### config.mk
export PLATFORM = sky130hd
export DESIGN_NAME = muldiv_unit
export DESIGN_NICKNAME = d
export VERILOG_FILES = /design/src/rtl/muldiv_pkg.sv /design/src/rtl/muldiv_fsm.sv /design/src/rtl/muldiv_unit.sv
export SDC_FILE = /design/constraint.sdc
export NUM_CORES = 1
export LEC_CHECK = 0
export ABC_AREA = 0
export BUFFER_PORTS_ARGS = -buffer_cell sky130_fd_sc_hd__buf_2
export CORE_MARGIN = 4
export CORE_UTILIZATION = 52
export DETAILED_ROUTE_END_ITERATION = 8
export GPL_TIMING_DRIVEN = 1
export PLACE_DENSITY = 0.75
export REMOVE_ABC_BUFFERS = 1
export SYNTH_ARGS = -nofsm -noshare
export SYNTH_HDL_FRONTEND = slang
export SYNTH_HIERARCHICAL = 1
export SYNTH_SLANG_ARGS = --single-unit
### constraint.sdc
create_clock -name clk -period 3.7 [get_ports clk]
set_input_delay 0.555 -clock clk [delete_from_list [all_inputs] [get_ports clk]]
set_output_delay 0.555 -clock clk [all_outputs]
set_load 0.02 [all_outputs]
### src/rtl/muldiv_pkg.sv
// Shared encodings for the HI/LO multiply/divide engine.
package muldiv_pkg;

   typedef enum logic [1:0] {
      OP_MULTU = 2'b00,
      OP_MULT  = 2'b01,
      OP_DIVU  = 2'b10,
      OP_DIV   = 2'b11
   } op_e;

   typedef enum logic [1:0] {
      S_IDLE = 2'b00,
      S_CALC = 2'b01,
      S_FIX  = 2'b10
   } state_e;

   function automatic logic op_is_signed(input op_e op);
      return (op == OP_MULT) || (op == OP_DIV);
   endfunction

endpackage

### src/rtl/muldiv_fsm.sv
// Sequencer for the multiply/divide engine: state, iteration count, and
// the busy/done/stall handshake with the core.
module muldiv_fsm
   import muldiv_pkg::*;
#(
   parameter int WIDTH = 32,
   parameter int CNT_W = 6
) (
   input  logic   clk,
   input  logic   rst,
   input  logic   start,
   input  logic   we_hi,
   input  logic   we_lo,
   input  logic   rd_req,
   output state_e state,
   output logic   busy,
   output logic   done,
   output logic   stall
);

   localparam logic [CNT_W-1:0] LAST_ITER = CNT_W'(WIDTH - 1);

   state_e           state_nxt;
   logic [CNT_W-1:0] cnt;
   logic [CNT_W-1:0] cnt_nxt;

   // NOTE: sequential state uses non-blocking assignments so every register
   // samples pre-edge values regardless of statement order.
   always_ff @(posedge clk or negedge rst) begin
      if (!rst) begin
         state <= S_IDLE;
         cnt   <= '0;
         done  <= 1'b0;
      end else begin
         state <= state_nxt;
         cnt   <= cnt_nxt;
         done  <= (state == S_FIX);
      end
   end

   // NOTE: defaults first so no path through the case leaves an output
   // unassigned, which would infer a latch.
   always_comb begin
      state_nxt = state;
      cnt_nxt   = cnt;
      case (state)
         S_IDLE: begin
            if (start) begin
               state_nxt = S_CALC;
               cnt_nxt   = '0;
            end
         end
         S_CALC: begin
            if (cnt == LAST_ITER) begin
               state_nxt = S_FIX;
               cnt_nxt   = '0;
            end else begin
               cnt_nxt = cnt + 1'b1;
            end
         end
         S_FIX:   state_nxt = S_IDLE;
         default: state_nxt = S_IDLE;
      endcase
   end

   assign busy  = (state != S_IDLE);
   assign stall = busy & (start | we_hi | we_lo | rd_req);

endmodule

### src/rtl/muldiv_unit.sv
// HI/LO owner for the MIPS core: 32-iteration shift/add multiply and
// restoring divide, sign fix-up, and MTHI/MTLO writes.
module muldiv_unit
   import muldiv_pkg::*;
#(
   parameter int WIDTH = 32,
   parameter int CNT_W = 6
) (
   input  logic             clk,
   input  logic             rst,
   input  logic             start,
   input  logic [1:0]       op,
   input  logic [WIDTH-1:0] a,
   input  logic [WIDTH-1:0] b,
   input  logic             we_hi,
   input  logic             we_lo,
   input  logic [WIDTH-1:0] wd,
   input  logic             rd_req,
   output logic [WIDTH-1:0] hi,
   output logic [WIDTH-1:0] lo,
   output logic             busy,
   output logic             done,
   output logic             stall
);

   state_e state;

   muldiv_fsm #(.WIDTH(WIDTH), .CNT_W(CNT_W)) u_fsm (
      .clk    (clk),
      .rst    (rst),
      .start  (start),
      .we_hi  (we_hi),
      .we_lo  (we_lo),
      .rd_req (rd_req),
      .state  (state),
      .busy   (busy),
      .done   (done),
      .stall  (stall)
   );

   // Operand decode at issue
   logic             is_signed;
   logic             is_div;
   logic             a_neg;
   logic             b_neg;
   logic             b_zero;
   logic [WIDTH-1:0] a_mag;
   logic [WIDTH-1:0] b_mag;

   always_comb begin
      is_signed = op_is_signed(op_e'(op));
      is_div    = op[1];
      a_neg     = is_signed & a[WIDTH-1];
      b_neg     = is_signed & b[WIDTH-1];
      b_zero    = (b == '0);
      a_mag     = a_neg ? -a : a;
      b_mag     = b_neg ? -b : b;
   end

   // Engine registers: opnd is the multiplicand/divisor magnitude; acc is
   // {partial product | multiplier} or {remainder | quotient}.
   logic [WIDTH-1:0]   opnd;
   logic [2*WIDTH-1:0] acc;
   logic               div_q;
   logic               neg_lo;
   logic               neg_hi;

   logic [WIDTH:0]     mul_sum;
   logic [WIDTH:0]     div_shift;
   logic [WIDTH:0]     div_diff;
   logic [2*WIDTH-1:0] acc_nxt;

   always_comb begin
      mul_sum   = {1'b0, acc[2*WIDTH-1:WIDTH]} + (acc[0] ? {1'b0, opnd} : '0);
      div_shift = {acc[2*WIDTH-1:WIDTH], acc[WIDTH-1]};
      div_diff  = div_shift - {1'b0, opnd};
      if (!div_q) begin
         acc_nxt = {mul_sum, acc[WIDTH-1:1]};
      end else if (!div_diff[WIDTH]) begin
         acc_nxt = {div_diff[WIDTH-1:0], acc[WIDTH-2:0], 1'b1};
      end else begin
         acc_nxt = {div_shift[WIDTH-1:0], acc[WIDTH-2:0], 1'b0};
      end
   end

   // A zero divisor leaves an all-ones quotient that must not be negated.
   always_ff @(posedge clk or negedge rst) begin
      if (!rst) begin
         opnd   <= '0;
         acc    <= '0;
         div_q  <= 1'b0;
         neg_lo <= 1'b0;
         neg_hi <= 1'b0;
      end else if (state == S_IDLE && start) begin
         opnd   <= b_mag;
         acc    <= {{WIDTH{1'b0}}, a_mag};
         div_q  <= is_div;
         neg_lo <= (a_neg ^ b_neg) & ~(is_div & b_zero);
         neg_hi <= a_neg;
      end else if (state == S_CALC) begin
         acc <= acc_nxt;
      end
   end

   logic [2*WIDTH-1:0] prod_fix;
   logic [WIDTH-1:0]   quo_fix;
   logic [WIDTH-1:0]   rem_fix;

   always_comb begin
      prod_fix = neg_lo ? -acc : acc;
      quo_fix  = neg_lo ? -acc[WIDTH-1:0] : acc[WIDTH-1:0];
      rem_fix  = neg_hi ? -acc[2*WIDTH-1:WIDTH] : acc[2*WIDTH-1:WIDTH];
   end

   always_ff @(posedge clk or negedge rst) begin
      if (!rst) begin
         hi <= '0;
         lo <= '0;
      end else if (state == S_FIX) begin
         if (div_q) begin
            hi <= rem_fix;
            lo <= quo_fix;
         end else begin
            hi <= prod_fix[2*WIDTH-1:WIDTH];
            lo <= prod_fix[WIDTH-1:0];
         end
      end else if (state == S_IDLE) begin
         if (we_hi) hi <= wd;
         if (we_lo) lo <= wd;
      end
   end

endmodule

==> results of run 1 <==
-- Yosys cell counts (all sizes together), types with 5 or more instances --
cell type    n
nand3       28
a31oi       13
and2        13
mux2i       59
nor3        45
and3        21
inv         63
a211oi      39
nand3b       5
a21o        24
a21oi      174
o21a         6
ha          69
o211ai      12
xor2        74
a22oi       31
o22ai        8
o221ai      16
nand4       16
xnor2       98
o21ai      166
or3         15
o41ai       16
a21boi       6
nor4        18
o21bai       9
buf         10
dfrtp      172
nand2      206
or4         13
clkbuf     103
mux2         6
nand2b      21
nor2       182
o31ai       34
nor2b       10
-- cell type report --
cell class / instances / area share [%]
Clock buffer: 21 / 2.768
Tap cell: 372 / 2.738
Sequential cell: 172 / 25.33
Inverter: 63 / 1.413
Clock inverter: 10 / 1.104
Multi-Input combinational cell: 1498 / 56.44
Timing Repair Buffer: 278 / 10.21
-- worst paths after layout --
kind,start,end,depth (start not counted)
worst max-delay path,acc[0]$_DFFE_PN0P_,acc[61]$_DFFE_PN0P_,14
worst min-delay path,rst,u_fsm/cnt[4]$_DFFE_PN0P_,1
worst max register to register,acc[0]$_DFFE_PN0P_,acc[61]$_DFFE_PN0P_,14
worst min register to register,hi[7]$_DFFE_PN0P_,hi[7]$_DFFE_PN0P_,2
max in group asynchronous,rst,opnd[26]$_DFFE_PN0P_,2
min in group clk,op[1],div_q$_DFFE_PN0P_,3
-- per-layer routing --
metal  share of wire [%]  wire length, um  global-route usage [%]
met1                  42            20250                   41.28
met4                 3.1             1481                   9.656
met3                 8.1             3853                   5.257
met2                  47            22260                   49.81
met5                   0                0                       0
-- registers in the layout, indices dropped and copies added, names as in the netlist --
signal	flops
opnd	32
u_fsm/done	1
neg_hi	1
neg_lo	1
u_fsm/cnt	6
lo	32
div_q	1
u_fsm/state	2
hi	32
acc	64
-- cells by family (layout without fill, tap and decap cells) --
group | Yosys count | after routing | synth area share [%]
DFF | 172 | 172 | 29.74
buffers and inverters | 176 | 372 | 4.608
muxes | 65 | 65 | 4.548
xor gates and xnor gates | 172 | 172 | 10.41
AOI/OAI and AO/OA | 586 | 586 | 25.29
and+or+nand+nor | 604 | 604 | 19.16
adders and majority gates | 71 | 71 | 6.242
-- worst max-delay path, delay by kind of cell (launching register included) --
family / cells / cell delay, ns
AO/OA/AOI/OAI: 6 / 1.19
buffers and inverters: 3 / 0.56
AND/OR/NAND/NOR: 3 / 0.83
adder cells (fa/ha/maj): 1 / 0.30
flip-flops: 1 / 0.39
multiplexers: 1 / 0.15
-- power groups by stage --
| stage | sequential, uW | combinational (uW) | clock [uW] |
|---|---|---|---|
| floorplan | 4220 | 7340 | 0 |
| global placement | 3810 | 11600 | 0 |
| detailed placement | 3840 | 11800 | 0 |
| CTS | 3820 | 11900 | 2070 |
| global route | 3970 | 13500 | 2150 |
| finish | 3860 | 12400 | 2070 |
-- per-stage QoR --
stage	power, uW	cells	setup TNS, ns	util (%)
2_1_floorplan	11560	1733	-37.38	-
3_3_place_gp	15410	2380	-0.01652	59.74
3_5_place_dp	15670	2380	-0.3956	59.74
4_1_cts	17800	2411	0	62.18
5_1_grt	19600	2414	-0.002633	62.55
6_report	18350	2414	0	62.55
-- timing repair --
action | 4_1_cts | 5_1_grt
gates cloned | 0 | 1
hold buffers | 0 | 0
pin swaps | 0 | 1
resized for setup | 3 | 9
endpoints found under the setup margin | 17 | 24
buffers inserted | 0 | 2
==> impl_metrics.tcl, run 1 <==
set metrics [dict create \
    die_h_um 174.8 \
    gp_congestion 0.9883 \
    clkPwrFrac_pct 11.3 \
    tightest_slew_ns 1.126 \
    cts_tree "done" \
    post-route-min-period_ns 3.562 \
    clk_latency_ns 0.45 \
    fillers 2475 \
    grt_pass1_vias 14080 \
    htree_num_levels 4 \
    synth_cells 1846 \
    track_usage_pct 30.42 \
    crit_required_ns 4.02 \
    post-route-period-util_pct 96.26 \
    gr-total-overflow 0 \
    antenna_left 0 \
    crit_arrival_ns 3.88 \
    io_pins 171 \
    cpMaxStageDelayCell "or4_1" \
    cts_root_buf "clkbuf_16" \
    synth-seq-area-share_pct 29.74 \
    leakage_uw 0.007660 \
    synthArstFlopShare_pct 100.0 \
    final_cell_mix "nand2_1 (204), nor2_1 (181), a21oi_1 (173)" \
    path_clk_slew_ns 0.07 \
    avgSynthCellArea_sq_um 7.839 \
    status "completed" \
    grt_max_degree 69 \
    critical_path_class "flip-flop to flip-flop" \
    start_util_pct 53.25 \
    cp_slowest_stage_delay_ns 0.40 \
    vias 15060 \
    slew_headroom_pct 24.66 \
    drtIter0Drc 1500 \
    p_sw_share_pct 49.34 \
    numClockSinks 172 \
    r2r_setup_slack_ns 0.14 \
    synth_edf_count 0 \
    grt_pass1_wl_um 75960 \
    port_buffers 170 \
    coreArea_sq_mm 0.02718 \
    drv_slew 0 \
    power_density_mw_per_mm2 1079 \
    register_area_sq_mm 0.004305 \
    clockBufferDepth 2 \
    dpl-instance-area_sq_mm 0.01623 \
    internal-power_uw 9296 \
    drive_gt1_share_pct 16.85 \
    wl_um 47850 \
    seq_power_share_pct 21.1 \
    netlist_area_sq_mm 0.01447 \
    dieArea_sq_mm 0.03056 \
    yosysTopAreaCell "dfrtp_1" \
    layout.nets 2205 \
    path_cells "clkinvlp_4, nor2_1, ha_1, and3_1, a2111oi_4, buf_4, o21ai_0, or4_1, o21ai_0, buf_4, o2111ai_1, mux2i_1, a211oi_1, o211ai_1" \
    synth.top_cell.area_share_pct 29.74 \
    worst-path-max-fanout 8 \
    synthTopCellsByArea "dfrtp_1 (30%), a21oi_1 (6.0%), ha_1 (6.0%)" \
    combPwrFrac_pct 67.7 \
    diodes 0 \
    irDropWorstVdd_v 0.0004989 \
    area_delta_synth_final_pct 17.46 \
    mostFrequentLayoutCell "nand2_1" \
    yosysWarningCount 6 \
    switchingPower_uw 9054 \
    pre_cts_slack_ns -0.09351 \
    synth_cell_type_count 69 \
    die_w_um 174.8 \
    antenna_found_initial 0 \
    whs_ns 0.07540 \
    vias_per_cell 6.240 \
    yosys_most_used_dff "dfrtp_1" \
    cts_buffers 17 \
    skew_ns 0.01631 \
    std_cell_rows 60 \
    multi_input_area_sq_mm 0.009594 \
    ys_seq_elements 172 \
    final_area_sq_mm 0.01700 \
    setup_viol 0 \
    fmax_mhz 280.8 \
    fin_ws_ns 0.1383 \
    cap_violations 0 \
    drc 0 \
    drt_first_pass_iters 5 \
    hp-class "input pin to async pin" \
    hpwl_um 36630 \
    critPathCaptureType "flip-flop" \
    worstSetupStartpointType "flip-flop" \
    wire_per_inst_um 19.82 \
    finalHoldViolCount 0 \
]
Power figures use the tool's default switching activity.
==> run 2, diff against run 1 <==
Settings changed: CORE_UTILIZATION 52 to 60, PLACE_DENSITY 0.75 to 0.82.
Clock period 3.7 ns to 3.65 ns, I/O delays scaled along.
==> impl_metrics.tcl, run 2 (synthesized netlist as in run 1, its figures left out) <==
set metrics [dict create \
    fin_ws_ns 0.1055 \
    internal-power_uw 9271 \
    p_total_uw 18520 \
    hp-class "input pin to async pin" \
    crit_required_ns 3.96 \
    p_sw_share_pct 49.95 \
    pre_cts_slack_ns 0.04937 \
    drv_slew 0 \
    finalHoldViolCount 0 \
    multi_input_area_sq_mm 0.009598 \
    cts-hold-fix-buffers 0 \
    largest_register_ffs 64 \
    power_density_mw_per_mm2 1096 \
    dieArea_sq_mm 0.02667 \
    crit_arrival_ns 3.86 \
    io_pins 171 \
    setup_viol 0 \
    area_delta_synth_final_pct 16.75 \
    die_h_um 163.3 \
    numClockSinks 172 \
    worstSetupStartpointType "flip-flop" \
    r2r_setup_slack_ns 0.11 \
    wire_per_inst_um 20.34 \
    drive_gt1_share_pct 17.20 \
    register_area_sq_mm 0.004307 \
    grt_setup_unrepaired "false" \
    gp_congestion 0.9863 \
    mostFrequentLayoutCell "nand2_1" \
    cap_violations 0 \
    antenna_left 0 \
    grt_pass1_vias 14230 \
    combPwrFrac_pct 67.8 \
    post-route-min-period_ns 3.545 \
    cts_buffers 17 \
    post-route-period-util_pct 97.11 \
    whs_ns 0.05031 \
    vias_per_cell 6.488 \
    worst-path-max-fanout 9 \
    port_buffers 170 \
    leakage_uw 0.007654 \
    slew_headroom_pct 24.75 \
    largest_register "acc" \
    gr-total-overflow 0 \
    cts_root_buf "clkbuf_16" \
    drtIter0Drc 2018 \
    vias 15350 \
    cts_tree "done" \
    fin_cells 2366 \
    grt_max_degree 70 \
    path_clk_slew_ns 0.07 \
    clkPwrFrac_pct 10.6 \
    skew_ns 0.01453 \
    critical_path_class "flip-flop to flip-flop" \
    coreArea_sq_mm 0.02361 \
    final_cell_mix "nand2_1 (205), nor2_1 (181), a21oi_1 (172)" \
    layout.nets 2209 \
    switchingPower_uw 9252 \
    irDropWorstVdd_v 0.0004916 \
    die_w_um 163.3 \
    start_util_pct 61.29 \
    antenna_found_initial 0 \
    track_usage_pct 35.04 \
    wl_um 48130 \
    drc 0 \
    grt_pass1_wl_um 75310 \
    clockBufferDepth 2 \
    drt_first_pass_iters 6 \
    critPathCaptureType "flip-flop" \
    fmax_mhz 282.1 \
    clk_latency_ns 0.45 \
    seq_power_share_pct 21.6 \
    hpwl_um 36420 \
    tightest_slew_ns 1.129 \
    reg2regPathDepth 15 \
    htree_num_levels 4 \
    dpl.cell_count 2327 \
    std_cell_rows 56 \
    status "completed" \
    fillers 1896 \
]
[run 2: per-layer routing]
layer | track usage [%] | wire length [um]
met5 | 0 | 0
met4 | 12.16 | 1780
met3 | 5.274 | 4620
met2 | 56.77 | 21950
met1 | 48.15 | 19780
[run 2: layout make-up]
type                    instances  share of cell area [%]
clock buffers                  18                   2.540
repair buffers                282                   10.30
clock inverters                13                   1.081
inverters                      63                   1.400
multi-input cells            1498                   56.81
well taps                     319                   2.362
flip-flops and latches        172                   25.49
diodes                          1                 0.01481
[run 2: what timing repair did]
item | 4_1_cts | 5_1_grt
endpoints found under the setup margin | 17 | 33
hold endpoints to repair | 0 | 0
gates resized for setup | 2 | 12
gates cloned | 0 | 1
pin swaps | 0 | 1
setup buffers | 0 | 6
[run 2: power groups by stage]
stage                     Combinational (uW)  Sequential, uW  Clock [uW]
after floorplan                         7430            4270           0
after global placement                 11500            3950           0
after detailed placement               11800            3980           0
after CTS                              11900            3960        1960
after global routing                   13600            4110        2060
final                                  12600            4010        1960
[run 2: stage by stage]
step | utilization (%) | area, sq um | TNS (ns)
3_5_place_dp | 68.42 | 16160 | 0
6_report | 71.55 | 16900 | 0
5_1_grt | 71.54 | 16890 | 0
4_1_cts | 71.03 | 16770 | 0
2_1_floorplan | - | 14040 | -39.03
3_3_place_gp | 68.42 | 16160 | 0
[run 2: final timing paths]
path                                             to           startpoint
setup / recovery                acc[56]$_DFFE_PN0P_  opnd[0]$_DFFE_PN0P_
max in group asynchronous       acc[17]$_DFFE_PN0P_                  rst
hold / removal             u_fsm/cnt[2]$_DFFE_PN0P_                  rst
hold reg to reg                   lo[7]$_DFFE_PN0P_    lo[7]$_DFFE_PN0P_
min in group clk                  div_q$_DFFE_PN0P_                op[1]
setup reg to reg                acc[56]$_DFFE_PN0P_  opnd[0]$_DFFE_PN0P_
[run 2: worst max-delay path, cell delays in order (launching register included)]
cell and delay (ns):
dfrtp_1 0.40, ha_1 0.23, fa_1 0.45, nand2b_4 0.20, a21oi_4 0.19, o21ai_2 0.13
o31ai_2 0.26, buf_4 0.18, a211oi_2 0.08, o32ai_1 0.13, buf_4 0.18, xor2_4 0.29
buf_12 0.19, buf_4 0.12, mux2i_1 0.26, o211ai_1 0.12
